`config.mk`:
```
export PLATFORM = sky130hd
export DESIGN_NAME = btn_rr_arbiter
export DESIGN_NICKNAME = d
export VERILOG_FILES = /design/src/rtl/btn_pkg.sv /design/src/rtl/btn_debounce.sv /design/src/rtl/btn_rr_arbiter.sv
export SDC_FILE = /design/constraint.sdc
export NUM_CORES = 1
export LEC_CHECK = 0
export CELL_PAD_IN_SITES_DETAIL_PLACEMENT = 1
export CELL_PAD_IN_SITES_GLOBAL_PLACEMENT = 2
export CORE_MARGIN = 3
export CORE_UTILIZATION = 39
export DETAILED_ROUTE_END_ITERATION = 10
export MAX_ROUTING_LAYER = met4
export PLACE_DENSITY = 0.77
export SLEW_MARGIN = 0
export SYNTH_ARGS = -nofsm -noshare
export SYNTH_HDL_FRONTEND = slang
export SYNTH_HIERARCHICAL = 1
export SYNTH_SLANG_ARGS = --single-unit
```
`constraint.sdc`:
```
create_clock -name clk -period 2.85 [get_ports clk]
set_clock_uncertainty 0.05 [all_clocks]
set_input_delay 0.285 -clock clk [delete_from_list [all_inputs] [get_ports clk]]
set_output_delay 0.285 -clock clk [all_outputs]
set_load 0.01 [all_outputs]
```
`src/rtl/btn_pkg.sv`:
```
// Shared definitions for the debounced round-robin button arbiter:
// button count, FSM state encoding and index helpers.
package btn_pkg;

   localparam int NUM_BTN = 4;

   localparam logic [0:0] ST_IDLE  = 1'b0;
   localparam logic [0:0] ST_GRANT = 1'b1;

   typedef enum logic [0:0] {
      IDLE  = ST_IDLE,
      GRANT = ST_GRANT
   } state_e;

   function automatic logic [1:0] onehot_to_idx(input logic [NUM_BTN-1:0] oh);
      case (oh)
         4'b0001: return 2'd0;
         4'b0010: return 2'd1;
         4'b0100: return 2'd2;
         4'b1000: return 2'd3;
         default: return 2'd0;
      endcase
   endfunction

   // First set request at or after last+1, wrapping modulo NUM_BTN.
   function automatic logic [NUM_BTN-1:0] rr_pick(input logic [NUM_BTN-1:0] req,
                                                   input logic [1:0]         last);
      logic [NUM_BTN-1:0] sel;
      logic [1:0]         j;
      sel = {NUM_BTN{1'b0}};
      for (int k = 1; k <= NUM_BTN; k++) begin
         j = last + 2'(k);
         if (req[j] && (sel == {NUM_BTN{1'b0}})) begin
            sel[j] = 1'b1;
         end
      end
      return sel;
   endfunction

endpackage

```
`src/rtl/btn_debounce.sv`:
```
// One button channel: 2-FF synchronizer followed by a stability counter.
// Emits a single-cycle pulse when the debounced level goes 0->1.
module btn_debounce
   import btn_pkg::*;
#(
   parameter int DEBOUNCE_CYCLES = 1_000_000,
   parameter int CNT_W           = 20
) (
   input  logic clk,
   input  logic reset,
   input  logic btn,
   output logic rise
);

   localparam logic [CNT_W-1:0] CNT_LAST = CNT_W'(DEBOUNCE_CYCLES - 1);
   localparam logic [CNT_W-1:0] CNT_ONE  = CNT_W'(1);

   logic             meta_r;
   logic             sync_r;
   logic             level_r;
   logic             rise_r;
   logic [CNT_W-1:0] cnt_r;

   // Two-stage synchronizer for the asynchronous button input.
   always_ff @(posedge clk) begin
      if (reset) begin
         meta_r <= 1'b0;
         sync_r <= 1'b0;
      end else begin
         meta_r <= btn;
         sync_r <= meta_r;
      end
   end

   // Level changes only after DEBOUNCE_CYCLES consecutive differing samples.
   always_ff @(posedge clk) begin
      if (reset) begin
         level_r <= 1'b0;
         cnt_r   <= {CNT_W{1'b0}};
         rise_r  <= 1'b0;
      end else if (sync_r == level_r) begin
         cnt_r  <= {CNT_W{1'b0}};
         rise_r <= 1'b0;
      end else if (cnt_r == CNT_LAST) begin
         level_r <= ~level_r;
         cnt_r   <= {CNT_W{1'b0}};
         rise_r  <= ~level_r;
      end else begin
         cnt_r  <= cnt_r + CNT_ONE;
         rise_r <= 1'b0;
      end
   end

   assign rise = rise_r;

endmodule

```
`src/rtl/btn_rr_arbiter.sv`:
```
// Four debounced push-buttons arbitrated round-robin into a valid/ready grant.
// Define BTN_RR_ENCODE_EN to drive idx with the binary index of the grant.
module btn_rr_arbiter
   import btn_pkg::*;
#(
   parameter int DEBOUNCE_CYCLES = 1_000_000,
   parameter int CNT_W           = 20
) (
   input  logic                clk,
   input  logic                reset,
   input  logic [NUM_BTN-1:0]  btn,
   input  logic                ready,
   output logic                valid,
   output logic [NUM_BTN-1:0]  grant,
   output logic [1:0]          idx
);

   logic [NUM_BTN-1:0] rise_s;
   logic [NUM_BTN-1:0] clear_s;
   logic [NUM_BTN-1:0] pending_next_s;
   logic [NUM_BTN-1:0] grant_next_s;
   logic [1:0]         last_next_s;
   logic               valid_next_s;
   logic               accept_s;
   state_e             state_next_s;

   state_e             state_r;
   logic [NUM_BTN-1:0] pending_r;
   logic [NUM_BTN-1:0] grant_r;
   logic [1:0]         last_r;
   logic               valid_r;

   for (genvar i = 0; i < NUM_BTN; i++) begin : g_deb
      btn_debounce #(
         .DEBOUNCE_CYCLES (DEBOUNCE_CYCLES),
         .CNT_W           (CNT_W)
      ) u_deb (
         .clk   (clk),
         .reset (reset),
         .btn   (btn[i]),
         .rise  (rise_s[i])
      );
   end

   assign accept_s = valid_r & ready;

   // A press landing on the granted button in the accept cycle stays pending.
   always_comb begin
      clear_s        = accept_s ? grant_r : {NUM_BTN{1'b0}};
      pending_next_s = (pending_r & ~clear_s) | rise_s;
   end

   // Grant FSM: grant is chosen on entry to GRANT and frozen until accepted.
   always_comb begin
      state_next_s = state_r;
      grant_next_s = grant_r;
      valid_next_s = valid_r;
      last_next_s  = last_r;
      case (state_r)
         IDLE: begin
            if (pending_r != {NUM_BTN{1'b0}}) begin
               state_next_s = GRANT;
               grant_next_s = rr_pick(pending_r, last_r);
               valid_next_s = 1'b1;
            end else begin
               state_next_s = IDLE;
               grant_next_s = {NUM_BTN{1'b0}};
               valid_next_s = 1'b0;
            end
         end
         GRANT: begin
            if (accept_s) begin
               state_next_s = IDLE;
               grant_next_s = {NUM_BTN{1'b0}};
               valid_next_s = 1'b0;
               last_next_s  = onehot_to_idx(grant_r);
            end else begin
               state_next_s = GRANT;
            end
         end
         default: begin
            state_next_s = IDLE;
            grant_next_s = {NUM_BTN{1'b0}};
            valid_next_s = 1'b0;
         end
      endcase
   end

   // Arbiter state; last resets to 3 so button 0 wins first.
   always_ff @(posedge clk) begin
      if (reset) begin
         state_r   <= IDLE;
         pending_r <= {NUM_BTN{1'b0}};
         grant_r   <= {NUM_BTN{1'b0}};
         valid_r   <= 1'b0;
         last_r    <= 2'd3;
      end else begin
         state_r   <= state_next_s;
         pending_r <= pending_next_s;
         grant_r   <= grant_next_s;
         valid_r   <= valid_next_s;
         last_r    <= last_next_s;
      end
   end

   assign valid = valid_r;
   assign grant = grant_r;

`ifdef BTN_RR_ENCODE_EN
   logic [1:0] idx_r;

   // Encoded index registered alongside the grant it describes.
   always_ff @(posedge clk) begin
      if (reset) begin
         idx_r <= 2'd0;
      end else begin
         idx_r <= onehot_to_idx(grant_next_s);
      end
   end

   assign idx = idx_r;
`else
   assign idx = 2'b00;
`endif

endmodule

```
==> results.sh <==
export IMPL_outcome="completed"
export IMPL_drv_cap=0
export IMPL_ys_top_cells_by_area="dfxtp_1, xnor2_1, nor2_1, a21oi_1, nand3_1"
export IMPL_gp_congestion=0.7468
export IMPL_start_util=0.4006
export IMPL_cts_tree="yes"
export IMPL_synth_seq_area_share=0.4243
export IMPL_cp_cell_sequence="inv_1 > ha_1 > mux4_2 > o21a_1 > o211a_1 > o2111a_1 > a22oi_1 > o211ai_2"
export IMPL_nets=595
export IMPL_p_leak_nw=1.742
export IMPL_critical_path_max_fanout=12
export IMPL_ir_drop_mv=0.3670
export IMPL_fillers=1508
export IMPL_slowest_stage="dfxtp_1"
export IMPL_drc=0
export IMPL_synth_top_cell_area_share=0.4243
export IMPL_critPathTopFamily="compound AO/OA/AOI/OAI gates"
export IMPL_drive_gt1_frac=0.07573
export IMPL_via_count=4075
export IMPL_cts_num_sinks=108
export IMPL_dr_pass1_iters=4
export IMPL_period_share=0.8968
export IMPL_postRouteAntennaNets=0
export IMPL_critPathKind="flip-flop to flip-flop"
export IMPL_ios=14
export IMPL_clockBufferDepth=2
export IMPL_routedWlPerCell_um=14.56
export IMPL_fin_crit_ps=2556
export IMPL_syn_avg_cell_area_um2=9.052
export IMPL_yosys_area_top_type="dfxtp_1"
export IMPL_synth_cell_type_count=52
export IMPL_rows=41
export IMPL_cts_resized=0
export IMPL_path_buf_inv=1
export IMPL_setup_tns_final_ps=0
export IMPL_syn_inst=563
export IMPL_worst_setup_path_start_kind="flip-flop"
export IMPL_numCtsBuffers=9
export IMPL_clkTransAtPathRegs_ps=70
export IMPL_post_cts_buffers=0
export IMPL_yosys_most_used_dff="dfxtp_1"
export IMPL_io_buffer_count=11
export IMPL_critPathRequiredTime_ps=3030
export IMPL_die_w_um=120.3
export IMPL_grt_max_degree=20
export IMPL_hp_class="flip-flop to flip-flop"
export IMPL_area_delta_synth_final_pct=10.95
export IMPL_drt_total_wl_um=10960
export IMPL_critPathMaxStageDelay_ps=510
export IMPL_clk_latency_ps=350
export IMPL_die_h_um=120.3
export IMPL_dp_hpwl_um=7884
export IMPL_relSlewSlack=0.6244
export IMPL_grt_pass1_vias=4198
export IMPL_antenna_found_initial=0
export IMPL_post_dp_cell_area_um2=5346
export IMPL_cp_arrival_ps=2740
export IMPL_antenna_cells=0
export IMPL_fin_util=0.4444
export IMPL_yosysWarnings=6
export IMPL_die_area_um2=14470
export IMPL_hold_viol=0
export IMPL_fin_area_um2=5654
export IMPL_p_per_area_nw_per_um2=503.8
export IMPL_h_tree_depth=3
export IMPL_slew_violations=0
export IMPL_r2r_slack_ps=290
export IMPL_core_area_um2=12720
export IMPL_synth_most_common_cell="dfxtp_1"
export IMPL_via_per_inst=5.412
export IMPL_first_iter_violations=166
export IMPL_finalSetupViolCount=0
export IMPL_synth_edf_count=0
export IMPL_end_kind="flip-flop"
export IMPL_rsz0062_at_grt="false"
export IMPL_netlist_area_um2=5096
export IMPL_pre_cts_ws_ps=320.3
export IMPL_synthTopCellsByCount="dfxtp_1, nor2_1, a21oi_1"
export IMPL_max_freq_ghz=0.3912
export IMPL_ys_async_sr_fraction=0
export IMPL_grt_pass1_wl_um=19610
export IMPL_gr_total_overflow=0
export IMPL_fin_ws_ps=294.0
export IMPL_clk_root_buffer_cell="clkbuf_16"
export IMPL_tightest_slew_ps=561.3
export IMPL_grtUsageTotal=0.1690
export IMPL_ys_ff_latch=108
export IMPL_hold_buffers=0
cell type report:
type	count	area, um2	area share
well taps	172	215.2	0.03806
clock buffers	10	239.0	0.04227
flip-flops and latches	108	2162	0.3824
clock inverters	6	68.82	0.01217
repair buffers	14	132.6	0.02346
inverters	17	63.81	0.01129
multi-input cells	426	2773	0.4904
where the power goes:
group / internal [W] / switching (W) / total, W
Sequential: 0.00151 / 0.00000338 / 0.00152
Combinational: 0.0000159 / 0.0000236 / 0.0000395
Clock: 0.000715 / 0.000576 / 0.00129
layout by cell type (no fill, tap or decap), types with 13 or more instances in the layout:
cell	count
dfxtp_1	108
nand2_1	34
xnor2_1	30
nor2_1	63
nand3_1	36
nand4_1	13
a21oi_1	41
or3_1	17
inv_1	17
o31ai_1	13
xor2_1	20
o21ai_0	23
stage by stage:
stage | instances | hold WS (ps) | power, W
finish | 753 | 389.9 | 0.002848
global route | 753 | 418.8 | 0.002966
CTS | 753 | 396.7 | 0.002912
detailed placement | 737 | 382.4 | 0.001595
global placement | 737 | 366.9 | 0.001593
floorplan | 564 | 304.1 | 0.001577
registers in the layout (all words and copies together), names as in the netlist:
| name | flops |
|---|---|
| g_deb.u_deb/cnt_r | 80 |
| g_deb.u_deb/level_r | 4 |
| g_deb.u_deb/meta_r | 4 |
| g_deb.u_deb/rise | 4 |
| g_deb.u_deb/sync_r | 4 |
| grant | 4 |
| last_r | 2 |
| pending_r | 4 |
| state_r | 1 |
| valid | 1 |
routing by layer:
| metal | global-route usage | share of wire | wire length (um) | vias to the layer above |
|---|---|---|---|---|
| met1 | 0.2146 | 0.49 | 5327 | 1979 |
| met3 | 0.05005 | 0.030 | 324 | 11 |
| li1 | - | - | - | 2049 |
| met4 | 0.04178 | 0.014 | 158 | 0 |
| met5 | - | 0 | 0 | - |
| met2 | 0.2669 | 0.47 | 5152 | 36 |
final timing paths:
path / start / endpoint / cells past startpoint
worst max register to register: last_r[1] / grant[1] / 8
worst min register to register: g_deb[1].u_deb/cnt_r[0] / g_deb[1].u_deb/cnt_r[0] / 1
worst min-delay path: g_deb[1].u_deb/cnt_r[0] / g_deb[1].u_deb/cnt_r[0] / 1
worst max-delay path: last_r[1] / grant[1] / 8
worst reg2reg max path, cell delays in order, from the launching register on:
cell	delay (ps)
dfxtp_1	510
inv_1	160
ha_1	350
mux4_2	440
o21a_1	150
o211a_1	290
o2111a_1	180
a22oi_1	220
o211ai_2	100
cell families (layout without fill, tap and decap cells):
group,count (synthesis),after routing,share of synthesized area
AND/OR/NAND/NOR,255,255,0.2779
flip-flops,108,108,0.4243
buffers and inverters,30,47,0.03241
XOR/XNOR,50,50,0.08593
AO/OA/AOI/OAI,103,103,0.1309
multiplexers,4,4,0.01841
other,1,2,0.0007359
adder cells (fa/ha/maj),12,12,0.02946
(Power assumes the default switching activity.)
